## src/rtl/inst_loader.sv

```systemverilog
// inst_loader: assembles a byte stream into 32-bit instruction words, writes
// them into instruction memory while the core is stalled, then hands the
// memory address port to the core and releases the stall until it halts.
module inst_loader #(
    parameter int unsigned WORD  = 32,
    parameter int unsigned ADDR  = 32,
    parameter int unsigned DEPTH = 256
) (
    input  logic            clk,
    input  logic            reset,
    input  logic            start_i,
    input  logic [ADDR-1:0] len_i,
    input  logic [7:0]      byte_i,
    input  logic            byte_valid_i,
    output logic            byte_ready_o,
    input  logic [ADDR-1:0] core_addr_i,
    input  logic            hlt_i,
    output logic [ADDR-1:0] mem_addr_o,
    output logic [WORD-1:0] mem_data_o,
    output logic            mem_write_o,
    output logic            stall_o,
    output logic            done_o,
    output logic            err_o
);

    localparam logic [2:0] S_IDLE   = 3'd0;
    localparam logic [2:0] S_RECV   = 3'd1;
    localparam logic [2:0] S_WRITE  = 3'd2;
    localparam logic [2:0] S_RUN    = 3'd3;
    localparam logic [2:0] S_HALTED = 3'd4;

    localparam logic [ADDR-1:0] DEPTH_A = ADDR'(DEPTH);

    logic [2:0]      state_q,    state_d;
    logic [ADDR-1:0] len_q,      len_d;
    logic [ADDR-1:0] word_cnt_q, word_cnt_d;
    logic [1:0]      byte_cnt_q, byte_cnt_d;
    logic [WORD-1:0] shift_q,    shift_d;
    logic [ADDR-1:0] mem_addr_q, mem_addr_d;
    logic [WORD-1:0] mem_data_q, mem_data_d;
    logic            mem_write_q, mem_write_d;
    logic            byte_ready_q, byte_ready_d;
    logic            stall_q,    stall_d;
    logic            done_q,     done_d;
    logic            err_q,      err_d;

    logic            byte_acc;
    logic [ADDR-1:0] word_inc;
    logic [WORD-1:0] shift_next;

    // Next-state, datapath and registered-output computation
    always_comb begin
        state_d    = state_q;
        len_d      = len_q;
        word_cnt_d = word_cnt_q;
        byte_cnt_d = byte_cnt_q;
        shift_d    = shift_q;
        mem_addr_d = mem_addr_q;
        mem_data_d = mem_data_q;
        err_d      = err_q;

        byte_acc   = byte_valid_i && byte_ready_q;
        word_inc   = word_cnt_q + ADDR'(1);
        shift_next = {shift_q[WORD-9:0], byte_i};

        case (state_q)
            S_IDLE, S_HALTED: begin
                if (start_i) begin
                    if (len_i == '0) begin
                        state_d = S_RUN;
                    end else if (len_i > DEPTH_A) begin
                        err_d = 1'b1;
                    end else begin
                        len_d      = len_i;
                        word_cnt_d = '0;
                        byte_cnt_d = '0;
                        shift_d    = '0;
                        err_d      = 1'b0;
                        state_d    = S_RECV;
                    end
                end
            end
            S_RECV: begin
                if (byte_acc) begin
                    shift_d    = shift_next;
                    byte_cnt_d = byte_cnt_q + 2'd1;
                    // Fourth byte completes the word: stage the write
                    if (byte_cnt_q == 2'd3) begin
                        mem_addr_d = word_cnt_q;
                        mem_data_d = shift_next;
                        state_d    = S_WRITE;
                    end
                end
            end
            S_WRITE: begin
                word_cnt_d = word_inc;
                state_d    = (word_inc == len_q) ? S_RUN : S_RECV;
            end
            S_RUN: begin
                // Track the core address so HALTED holds the last one seen
                mem_addr_d = core_addr_i;
                if (hlt_i) begin
                    state_d = S_HALTED;
                end
            end
            default: begin
                state_d = S_IDLE;
            end
        endcase

        stall_d      = (state_d != S_RUN);
        done_d       = (state_d == S_RUN) || (state_d == S_HALTED);
        byte_ready_d = (state_d == S_RECV);
        mem_write_d  = (state_d == S_WRITE);
    end

    // State and output registers
    always_ff @(posedge clk or posedge reset) begin
        if (reset) begin
            state_q      <= S_IDLE;
            len_q        <= '0;
            word_cnt_q   <= '0;
            byte_cnt_q   <= '0;
            shift_q      <= '0;
            mem_addr_q   <= '0;
            mem_data_q   <= '0;
            mem_write_q  <= 1'b0;
            byte_ready_q <= 1'b0;
            stall_q      <= 1'b1;
            done_q       <= 1'b0;
            err_q        <= 1'b0;
        end else begin
            state_q      <= state_d;
            len_q        <= len_d;
            word_cnt_q   <= word_cnt_d;
            byte_cnt_q   <= byte_cnt_d;
            shift_q      <= shift_d;
            mem_addr_q   <= mem_addr_d;
            mem_data_q   <= mem_data_d;
            mem_write_q  <= mem_write_d;
            byte_ready_q <= byte_ready_d;
            stall_q      <= stall_d;
            done_q       <= done_d;
            err_q        <= err_d;
        end
    end

    // While running, the core owns the memory address port directly
    assign mem_addr_o   = (state_q == S_RUN) ? core_addr_i : mem_addr_q;
    assign mem_data_o   = mem_data_q;
    assign mem_write_o  = mem_write_q;
    assign byte_ready_o = byte_ready_q;
    assign stall_o      = stall_q;
    assign done_o       = done_q;
    assign err_o        = err_q;

endmodule

```

## config.mk

```make
export PLATFORM = sky130hd
export DESIGN_NAME = inst_loader
export DESIGN_NICKNAME = d
export VERILOG_FILES = /design/src/rtl/inst_loader.sv
export SDC_FILE = /design/constraint.sdc
export NUM_CORES = 1
export LEC_CHECK = 0
export BUFFER_PORTS_ARGS = -buffer_cell sky130_fd_sc_hd__buf_2
export CELL_PAD_IN_SITES_DETAIL_PLACEMENT = 0
export CELL_PAD_IN_SITES_GLOBAL_PLACEMENT = 1
export CORE_MARGIN = 3
export CORE_UTILIZATION = 40
export DETAILED_ROUTE_END_ITERATION = 16
export GPL_ROUTABILITY_DRIVEN = 0
export PLACE_DENSITY_LB_ADDON = 0.08
export SYNTH_ARGS = -nofsm -noshare
export SYNTH_HDL_FRONTEND = slang
export SYNTH_SLANG_ARGS = --single-unit
export TNS_END_PERCENT = 20
```

## constraint.sdc

```tcl
create_clock -name clk -period 6.3 [get_ports clk]
set_input_delay 0.63 -clock clk [delete_from_list [all_inputs] [get_ports clk]]
set_output_delay 0.63 -clock clk [all_outputs]
set_load 0.01 [all_outputs]
```

==> flow_metrics.py, run 1 <==
metrics = {
    "worst_setup_path": {
        "slowest_delay_ps": 700,
        "crit_path_start": "word_cnt_q[0]",
        "cp_data_arrival_time_ps": 3620,
        "regToRegEndpoint": "byte_ready_o",
        "crit_required_ps": 6590,
        "r2r_start": "word_cnt_q[0]",
        "cp_slowest_cell": "or4_1",
        "worst_path_dominant_cell_family": "simple AND/OR/NAND/NOR gates",
        "critical_path.startpoint_type": "register",
        "worstPathCellList": "ha_1 > nand4_1 > or4_1 > or3_1 > xnor2_1 > nor4_1 > and4_1 > a21oi_1",
        "critPathMaxFanout": 10,
        "crit_path_end_kind": "register",
        "worstSetupPathType": "reg -> reg",
        "critical_path_depth": 8,
        "setup.worst_path.end": "byte_ready_o",
        "path_buf_inv": 0,
        "reg2regPathDepth": 8,
        "ff2ff_setup_slack_ps": 2970,
    },
    "run": {
        "max_cap_viol_count": 0,
    },
    "power": {
        "total_power_mw": 4.098,
        "power.share.clock_pct": 25.3,
        "max-vdd-ir-drop_uv": 207.7,
        "share_seq_of_total_power_pct": 43.7,
        "netSwitchingFraction_pct": 38.86,
        "cell_internal_pwr_mw": 2.506,
        "powerDensity_nw_per_um2": 427.9,
        "comb_power_share_pct": 30.9,
        "net-switching-power_mw": 1.592,
        "static_leakage_power_nw": 4.556,
    },
    "synthesis": {
        "syn-instance-count": 868,
        "synthesized_netlist_net_count": 947,
        "mappedNetlistArea_um2": 8079,
        "synth_top_cells_by_area": "dfrtp_1 (50%), nand2_1 (10%), o21ai_0 (4.8%), mux2i_1 (4.0%), a22o_1 (3.0%)",
        "proportion_of_register_bits_with_asynchronous_set_or_reset_after_synthesis_pct": 100.0,
        "synth_most_common_cell": "nand2_1",
        "synth_largest_area_cell": "dfrtp_1",
        "yosys_most_used_dff": "dfrtp_1",
        "ys_ff_latch": 162,
        "synth_common_cells": "nand2_1 (221), dfrtp_1 (161), o21ai_0 (78)",
        "yosys.cell_types.count": 50,
        "synth.avg_cell_area_um2": 9.308,
        "synth.yosys.warnings": 0,
        "synth_top_cell_area_share_pct": 49.87,
        "synth.yosys.seq_area_share_pct": 50.19,
        "synth_enable_flop_cells": 0,
    },
    "clock_tree": {
        "clock_tree.htree_level_count": 4,
        "cts.sinks": 162,
        "clock_input_transition_at_the_sequential_cells_of_the_worst_setup_and_hold_paths_ps": 70,
        "post_cts_resize_count": 0,
        "cts_tree": "done",
        "ctsLongestPathBuffers": 2,
        "cts_root_buffer": "clkbuf_16",
        "numCtsBuffers": 17,
        "post_cts_buffers": 0,
        "cts-hold-fix-buffers": 0,
        "clk_latency_ps": 430,
    },
    "routing": {
        "vias_per_cell": 5.370,
        "detail_route.wirelength_um": 22250,
        "ant_nets": 0,
        "detailed_routing_iteration_count_for_the_pre_antenna_repair_pass": 5,
        "route.detailed.wl_per_inst_um": 17.65,
        "drt_iter0_markers": 407,
        "post-route-drc-count": 0,
        "dr_total_vias": 6771,
    },
    "grt": {
        "grt_max_degree": 97,
        "grt_antenna_before_repair": 0,
        "grt_util_all_layers_pct": 20.70,
        "grt_first_pass_wirelength_um": 36540,
        "grt_pass1_vias": 6749,
        "grt.overflow.total": 0,
    },
    "place": {
        "placement.setup.worst_slack_ps": 2963,
        "dp_cells": 1229,
        "dpl.hpwl_um": 15230,
        "placed_area_um2": 8986,
        "port_buf_inserts": 145,
    },
    "floorplanning": {
        "die_height_um": 148.1,
        "floorplan.initialDensity_pct": 41.11,
        "fp.dieW_um": 148.1,
        "dieArea_um2": 21940,
        "placementRows": 51,
        "core_area_um2": 19650,
        "num_io_pins": 146,
    },
    "timing": {
        "timing.final.max_slew_violations": 0,
        "layout_min_cycle_time_ps": 3331,
        "fin_ws_ps": 2969,
        "number_of_failing_setup_endpoints_in_the_final_timing_report": 0,
        "fin_setup_tns_ps": 0,
        "max-slew-margin-rel_pct": 30.15,
        "setup_repair_after_global_routing_missed_its_margin": "no",
        "worst_clock_skew_ps": 11.88,
        "period_share_pct": 52.87,
        "max_clock_freq_mhz": 300.2,
        "max_slew.worst_pin.slew_ps": 1047,
        "final_hold_violation_count": 0,
    },
    "cells_and_area": {
        "finalNonFillerCells": 1261,
        "finalInstanceArea_um2": 9578,
        "area.growth.synth_to_final_pct": 18.55,
        "n_fill_cell": 1978,
        "design.final.nets": 1062,
        "num_antenna_cells": 0,
        "drive_above_1_share_pct": 21.18,
    },
    "outcome": {
        "outcome": "finished clean",
    },
    "min_path": {
        "hold_path.class": "in -> async",
    },
}
## worst min path at each step
stage | depth (start not counted) | to | startpoint | slack (ps)
finish | 2 | mem_addr_q[30] | reset | 390
global route | 3 | mem_data_o[0] | byte_i[0] | 430
CTS | 3 | mem_data_o[3] | byte_i[3] | 400
detailed placement | 2 | mem_data_o[24] | mem_data_o[24] | 460
global placement | 2 | mem_data_o[8] | mem_data_o[8] | 450
floorplan | 2 | mem_data_o[24] | shift_q[16] | 440
## placed cells by master, fill, tap and decap left out, types with 3 or more instances in the layout
master	netlist	layout
nand2_1	221	221
dfrtp_1	161	161
buf_2	4	145
o21ai_0	78	77
mux2i_1	32	32
nor2_1	30	28
a22o_1	28	28
nor2b_1	24	24
xnor2_1	24	24
nor4_1	18	18
nand4_1	18	18
xor2_1	17	17
clkbuf_16	0	17
nand3_1	13	13
a21oi_1	13	13
o31ai_1	11	11
nor3_1	13	11
a31oi_1	10	10
mux2_2	10	10
buf_4	7	10
and4_1	9	9
inv_1	9	8
or4_1	8	8
o41ai_1	8	8
and2_1	7	7
inv_6	0	6
and3_1	6	6
or3_1	5	5
o221ai_1	4	4
nand2b_1	4	4
clkinv_4	0	4
o21a_1	3	3
o21ai_1	2	3
inv_8	0	3
## kinds of logic (layout without fill, tap and decap cells)
| family | Yosys count | count (layout) | synth area share, % |
|---|---|---|---|
| simple gates | 383 | 383 | 22.36 |
| compound gates | 170 | 170 | 13.75 |
| flops | 162 | 162 | 50.19 |
| buf+inv | 68 | 196 | 3.578 |
| mux | 42 | 42 | 5.359 |
| xor+xnor | 41 | 41 | 4.445 |
| fa+ha+maj | 2 | 2 | 0.3097 |
## power by group through the flow
stage                     logic [mW]  clock network [mW]  registers (mW)
after CTS                       1.28                1.06            1.79
after global routing            1.43                1.12            1.85
after floorplan                0.998                   0            1.61
after detailed placement        1.28                   0            1.81
after global placement          1.27                   0            1.80
final                           1.27                1.04            1.79
## final cells by class
| type | instances | area [um2] | share of cell area (%) |
|---|---|---|---|
| sequential | 162 | 4055 | 42.34 |
| multi-input combinational | 638 | 3760 | 39.26 |
| timing repair buffer | 155 | 800.8 | 8.361 |
| clock buffer | 17 | 425.4 | 4.442 |
| tap | 265 | 331.6 | 3.462 |
| clock inverter | 15 | 166.4 | 1.737 |
| inverter | 9 | 38.79 | 0.4050 |
## layer usage
| layer | track usage [%] | vias up | wire [um] |
|---|---|---|---|
| li1 | - | 3281 | - |
| met1 | 29.64 | 3333 | 10460 |
| met2 | 33.04 | 144 | 10620 |
| met3 | 4.174 | 13 | 980 |
| met4 | 4.111 | 0 | 189 |
| met5 | 0 | - | 0 |
## sequential cells by signal, indices dropped and copies added (netlist names)
register and cells:
mem_addr_q 32, done_o 1, len_q 32, mem_write_o 1, byte_ready_o 1, shift_q 24, byte_cnt_q 2, mem_data_o 32
state_q 3, stall_o 1, word_cnt_q 32, err_o 1
## per-stage QoR
stage | util [%] | hold WS (ps)
after floorplan | - | 439.6
after CTS | 48.73 | 399.9
after global routing | 48.73 | 432.1
after detailed placement | 45.72 | 458.1
final | 48.73 | 392.7
after global placement | 45.72 | 454.0
Power figures use the tool's default switching activity.
==> run 2: changes to the inputs <==
==> constraint.sdc (replaced) <==
create_clock -name clk -period 3.4 [get_ports clk]
set_input_delay 0.34 -clock clk [delete_from_list [all_inputs] [get_ports clk]]
set_output_delay 0.34 -clock clk [all_outputs]
set_load 0.01 [all_outputs]
==> flow_metrics.py, run 2 (synthesis gave the netlist of run 1 again) <==
metrics = {
    "floorplanning": {
        "core_area_um2": 19650,
        "floorplan.initialDensity_pct": 41.11,
        "fp.dieW_um": 148.1,
        "dieArea_um2": 21940,
        "die_height_um": 148.1,
        "num_io_pins": 146,
        "placementRows": 51,
    },
    "routing": {
        "vias_per_cell": 5.339,
        "route.detailed.wl_per_inst_um": 17.52,
        "post-route-drc-count": 0,
        "detailed_routing_iteration_count_for_the_pre_antenna_repair_pass": 5,
        "dr_total_vias": 6797,
        "ant_nets": 0,
        "detail_route.wirelength_um": 22300,
        "drt_iter0_markers": 485,
    },
    "cells_and_area": {
        "mostFrequentLayoutCell": "nand2_1",
        "n_fill_cell": 1941,
        "most-common-layout-cells": "nand2_1 (221), dfrtp_1 (161), buf_2 (145), o21ai_0 (77), mux2i_1 (32)",
        "area.growth.synth_to_final_pct": 20.10,
        "num_antenna_cells": 0,
        "design.final.nets": 1074,
        "drive_above_1_share_pct": 22.22,
    },
    "clock_tree": {
        "clock_tree.htree_level_count": 4,
        "post_cts_buffers": 0,
        "numCtsBuffers": 17,
        "cts_root_buffer": "clkbuf_16",
        "cts_tree": "done",
        "cts.sinks": 162,
        "ctsLongestPathBuffers": 2,
        "post_cts_resize_count": 0,
        "clk_latency_ps": 430,
        "clock_input_transition_at_the_sequential_cells_of_the_worst_setup_and_hold_paths_ps": 70,
        "cts-hold-fix-buffers": 0,
    },
    "power": {
        "static_leakage_power_nw": 4.619,
        "powerDensity_nw_per_um2": 784.1,
        "power.share.clock_pct": 25.0,
        "cell_internal_pwr_mw": 4.617,
        "max-vdd-ir-drop_uv": 373.1,
        "comb_power_share_pct": 31.7,
        "netSwitchingFraction_pct": 39.32,
        "total_power_mw": 7.609,
        "net-switching-power_mw": 2.992,
        "share_seq_of_total_power_pct": 43.3,
    },
    "timing": {
        "fin_setup_tns_ps": 0,
        "setup_repair_after_global_routing_missed_its_margin": "no",
        "timing.final.max_slew_violations": 0,
        "max_clock_freq_mhz": 317.5,
        "number_of_failing_setup_endpoints_in_the_final_timing_report": 0,
        "max_slew.worst_pin.slew_ps": 1137,
        "layout_min_cycle_time_ps": 3149,
        "worst_clock_skew_ps": 9.934,
        "fin_ws_ps": 250.8,
        "max-slew-margin-rel_pct": 24.17,
        "period_share_pct": 92.62,
        "final_hold_violation_count": 0,
    },
    "worst_setup_path": {
        "crit_required_ps": 3700,
        "worst_path_dominant_cell_family": "simple AND/OR/NAND/NOR gates",
        "worstPathCellList": "ha_1 > nand4_1 > or4_1 > or3_1 > xnor2_1 > nor4_1 > and4_1 > a21oi_1",
        "critical_path.startpoint_type": "register",
        "cp_data_arrival_time_ps": 3450,
        "cp_slowest_cell": "or4_1",
        "path_buf_inv": 0,
        "critPathMaxFanout": 7,
        "crit_path_end_kind": "register",
        "worstSetupPathType": "reg -> reg",
        "slowest_delay_ps": 650,
    },
    "grt": {
        "grt_first_pass_wirelength_um": 36200,
        "grt_util_all_layers_pct": 20.59,
        "grt.overflow.total": 0,
        "grt_max_degree": 62,
        "grt_pass1_vias": 6628,
        "grt_antenna_before_repair": 0,
    },
    "run": {
        "max_cap_viol_count": 0,
    },
    "min_path": {
        "hold_path.class": "in -> async",
    },
    "place": {
        "dpl.hpwl_um": 15520,
        "port_buf_inserts": 145,
        "placement.setup.worst_slack_ps": 285.8,
    },
    "outcome": {
        "outcome": "finished clean",
    },
}
run 2: cell types whose count changed in the layout (fill, tap and decap cells not counted), moves of 2 or more:
| cell | change |
|---|---|
| inv_6 | -5 |
| buf_12 | +3 |
| clkinvlp_4 | +2 |
| buf_4 | +9 |
| inv_8 | +4 |
run 2: layout make-up:
cell class | instances | area, um2 | area share, %
inverters | 9 | 37.54 | 0.3868
clock inverters | 15 | 161.4 | 1.663
well taps | 265 | 331.6 | 3.417
repair buffers | 167 | 928.4 | 9.568
multi-input cells | 638 | 3764 | 38.79
clock buffers | 17 | 425.4 | 4.384
flip-flops and latches | 162 | 4055 | 41.79
run 2: final timing paths:
| path | cells past startpoint | to | start | slack, ps |
|---|---|---|---|---|
| setup / recovery | 8 | byte_ready_o | word_cnt_q[0] | 250 |
| hold / removal | 2 | mem_addr_q[26] | reset | 10 |
| setup reg to reg | 8 | byte_ready_o | word_cnt_q[0] | 250 |
| hold reg to reg | 2 | mem_data_o[22] | mem_data_o[22] | 470 |
| max in group asynchronous | 3 | stall_o | reset | 2520 |
| min in group clk | 3 | mem_data_o[5] | byte_i[5] | 110 |
run 2: power by group through the flow:
stage	combinational, mW	sequential (mW)	clock (mW)
finish	2.41	3.30	1.90
global route	2.73	3.41	2.02
CTS	2.44	3.30	1.94
detailed placement	2.43	3.32	0
global placement	2.44	3.31	0
floorplan	1.85	2.99	0
run 2: stage by stage:
stage | instance area, um2 | hold WS [ps] | utilization, % | std cells
after floorplan | 8083 | 439.6 | - | 868
final | 9703 | 10.22 | 49.37 | 1273
after global placement | 9116 | 455.6 | 46.38 | 1241
after CTS | 9703 | 15.53 | 49.37 | 1273
after detailed placement | 9116 | 456.5 | 46.38 | 1241
after global routing | 9703 | 56.50 | 49.37 | 1273
run 2: worst reg2reg max path, stage by stage (launching register included):
cell	delay (ps)
dfrtp_1	460
ha_1	310
nand4_1	270
or4_1	650
or3_1	450
xnor2_1	150
nor4_1	330
and4_1	300
a21oi_1	90
run 2: routing by layer:
layer,up-vias,part of all wire (%),global-route usage [%]
met5,-,0,0
met3,18,4.3,3.778
li1,3291,-,-
met1,3321,46,28.80
met4,0,1.3,5.035
met2,167,48,33.48
==> run 3: changes to the inputs <==
--- a/config.mk
+++ b/config.mk
@@ -5,11 +5,13 @@
 export SDC_FILE = /design/constraint.sdc
 export NUM_CORES = 1
 export LEC_CHECK = 0
+export ABC_AREA = 1
 export BUFFER_PORTS_ARGS = -buffer_cell sky130_fd_sc_hd__buf_2
 export CELL_PAD_IN_SITES_DETAIL_PLACEMENT = 0
 export CELL_PAD_IN_SITES_GLOBAL_PLACEMENT = 1
 export CORE_MARGIN = 3
 export CORE_UTILIZATION = 40
+export CTS_BUF_LIST = sky130_fd_sc_hd__clkbuf_8
 export DETAILED_ROUTE_END_ITERATION = 16
 export GPL_ROUTABILITY_DRIVEN = 0
 export PLACE_DENSITY_LB_ADDON = 0.08
==> constraint.sdc (replaced) <==
create_clock -name clk -period 3.4 [get_ports clk]
set_input_delay 0.34 -clock clk [delete_from_list [all_inputs] [get_ports clk]]
set_output_delay 0.34 -clock clk [all_outputs]
set_load 0.05 [all_outputs]
==> flow_metrics.py, run 3 <==
metrics = {
    "outcome": {
        "outcome": "finished clean",
    },
    "timing": {
        "setup_repair_after_global_routing_missed_its_margin": "no",
        "max_clock_freq_mhz": 365.4,
        "timing.final.max_slew_violations": 0,
        "period_share_pct": 80.49,
        "max-slew-margin-rel_pct": 47.66,
        "number_of_failing_setup_endpoints_in_the_final_timing_report": 0,
        "final_hold_violation_count": 0,
        "fin_ws_ps": 663.3,
        "fin_setup_tns_ps": 0,
        "max_slew.worst_pin.slew_ps": 784.2,
        "fin_hold_ws_ps": 114.3,
        "worst_clock_skew_ps": 16.43,
        "layout_min_cycle_time_ps": 2737,
    },
    "worst_setup_path": {
        "critical_path.startpoint_type": "register",
        "worstSetupPathType": "reg -> out",
        "crit_path_end_kind": "output port",
        "critPathMaxFanout": 29,
        "crit_required_ps": 3060,
        "cp_data_arrival_time_ps": 2400,
    },
    "grt": {
        "grt_antenna_before_repair": 1,
        "grt.busiest_layer": "met2",
        "global_route.usage.met2_pct": 32.79,
        "grt_util_all_layers_pct": 21.36,
        "grt_pass1_vias": 6855,
        "grt_use_met3_pct": 3.586,
        "grt_first_pass_wirelength_um": 37140,
        "grt_util_met1_pct": 31.10,
        "grt_max_degree": 82,
        "grt.overflow.total": 0,
    },
    "floorplanning": {
        "placementRows": 51,
        "floorplan.initialDensity_pct": 41.38,
        "die_height_um": 149.3,
        "num_io_pins": 146,
        "core_area_um2": 19850,
        "fp.dieW_um": 149.3,
        "dieArea_um2": 22290,
    },
    "cells_and_area": {
        "most-common-layout-cells": "nand2_1 (299), inv_1 (170), dfrtp_1 (161), buf_2 (145), o21ai_0 (102)",
        "mostFrequentLayoutCell": "nand2_1",
        "num_antenna_cells": 0,
        "finalNonFillerCells": 1494,
        "design.final.nets": 1295,
        "drive_above_1_share_pct": 17.41,
        "post-route-util_pct": 48.82,
        "area.growth.synth_to_final_pct": 17.96,
    },
    "clock_tree": {
        "post_cts_resize_count": 0,
        "clk_latency_ps": 470,
        "cts_tree": "done",
        "clock_input_transition_at_the_sequential_cells_of_the_worst_setup_and_hold_paths_ps": 110,
        "cts.sinks": 162,
        "cts_root_buffer": "clkbuf_8",
        "ctsLongestPathBuffers": 2,
        "clock_tree.htree_level_count": 4,
        "numCtsBuffers": 17,
    },
    "place": {
        "placement.setup.worst_slack_ps": 874.4,
        "port_buf_inserts": 145,
        "dp_cells": 1461,
        "dpl.hpwl_um": 17080,
    },
    "routing": {
        "vias_per_cell": 4.865,
        "route.detailed.wl_per_inst_um": 15.30,
        "drt_iter0_markers": 532,
        "detail_route.wirelength_um": 22850,
        "ant_nets": 0,
        "detailed_routing_iteration_count_for_the_pre_antenna_repair_pass": 5,
        "post-route-drc-count": 0,
        "dr_total_vias": 7268,
    },
    "synthesis": {
        "synth.avg_cell_area_um2": 7.647,
        "ys_ff_latch": 162,
        "synth_common_cells": "nand2_1 (299), inv_1 (171), dfrtp_1 (161)",
        "synth.yosys.warnings": 0,
        "synth_top_cell_area_share_pct": 49.06,
        "proportion_of_register_bits_with_asynchronous_set_or_reset_after_synthesis_pct": 100.0,
        "mappedNetlistArea_um2": 8213,
        "syn-instance-count": 1074,
        "synth_largest_area_cell": "dfrtp_1",
        "yosys_most_used_dff": "dfrtp_1",
        "synth_most_common_cell": "nand2_1",
        "synth_top_cells_by_area": "dfrtp_1 (49%), nand2_1 (14%), inv_1 (7.8%), o21ai_0 (6.2%), nand3_1 (5.8%)",
        "synth.yosys.seq_area_share_pct": 49.38,
        "synth_enable_flop_cells": 0,
        "yosys.cell_types.count": 32,
        "synthesized_netlist_net_count": 1153,
    },
    "min_path": {
        "hold_path.class": "in -> reg",
    },
    "power": {
        "max-vdd-ir-drop_uv": 234.0,
        "powerDensity_nw_per_um2": 362.4,
        "static_leakage_power_nw": 5.565,
    },
    "run": {
        "max_cap_viol_count": 0,
    },
}
run 3: cell count changes after synthesis, moves of 23 or more:
cell | before | now
o211ai_1 | 2 | 27
nor2b_1 | 24 | 0
inv_1 | 9 | 171
o21ai_0 | 78 | 102
o22ai_1 | 1 | 42
nand3_1 | 13 | 95
nand2_1 | 221 | 299
a22o_1 | 28 | 1
nor2_1 | 30 | 74
xnor2_1 | 24 | 1
mux2i_1 | 32 | 0
run 3: critical path, cell delays in order (launching register included):
cell and delay (ps):
dfrtp_1 370, inv_1 110, nand2_1 110, inv_1 60, nand2_1 70, inv_2 380
buf_4 330, nand2_1 100, o21ai_0 90, buf_2 290
run 3: final timing paths:
kind	from	to	slack [ps]	depth (start not counted)
max	state_q[2]	mem_addr_o[14]	660	9
min	core_addr_i[24]	mem_addr_q[24]	110	3
max reg2reg	word_cnt_q[9]	done_o	860	16
min reg2reg	mem_data_o[0]	mem_data_o[0]	490	2
max in group asynchronous	reset	word_cnt_q[15]	2010	4
min in group asynchronous	reset	mem_addr_q[12]	510	3
run 3: per-stage QoR:
| step | power, mW | area [um2] |
|---|---|---|
| CTS | 3.567 | 9688 |
| finish | 3.511 | 9688 |
| detailed placement | 2.065 | 9248 |
| global route | 3.657 | 9688 |
| floorplan | 2.003 | 8217 |
| global placement | 2.065 | 9248 |
run 3: cell families after synthesis:
family / count (synthesis) / synth area share (%)
fa+ha+maj: 2 / 0.3046
compound gates: 179 / 12.46
flops: 162 / 49.38
xor+xnor: 8 / 1.356
simple gates: 512 / 26.81
buf+inv: 211 / 9.689
run 3: repair_timing:
action | 4_1_cts | 5_1_grt
setup buffers | 0 | 0
endpoints found under the hold margin | 28 | 0
hold buffers | 1 | 0
run 3: power by group:
part           internal [mW]  switching [mW]  total, mW
Combinational         0.0392          0.0595     0.0987
Clock                  0.584           0.904       1.49
Sequential              1.93     0.000000830       1.93
run 3: layout make-up:
class                   count  area (um2)
flip-flops and latches    162        4055
inverters                 175       660.6
well taps                 265       331.6
repair buffers            159       845.8
clock inverters            15       196.4
clock buffers              17       234.0
fillers                  2056       10160
multi-input cells         701        3364
run 3: layer usage:
layer	wire length, um	vias up
li1	-	3741
met2	10340	187
met5	10	-
met3	1138	31
met1	10960	3307
met4	406	2
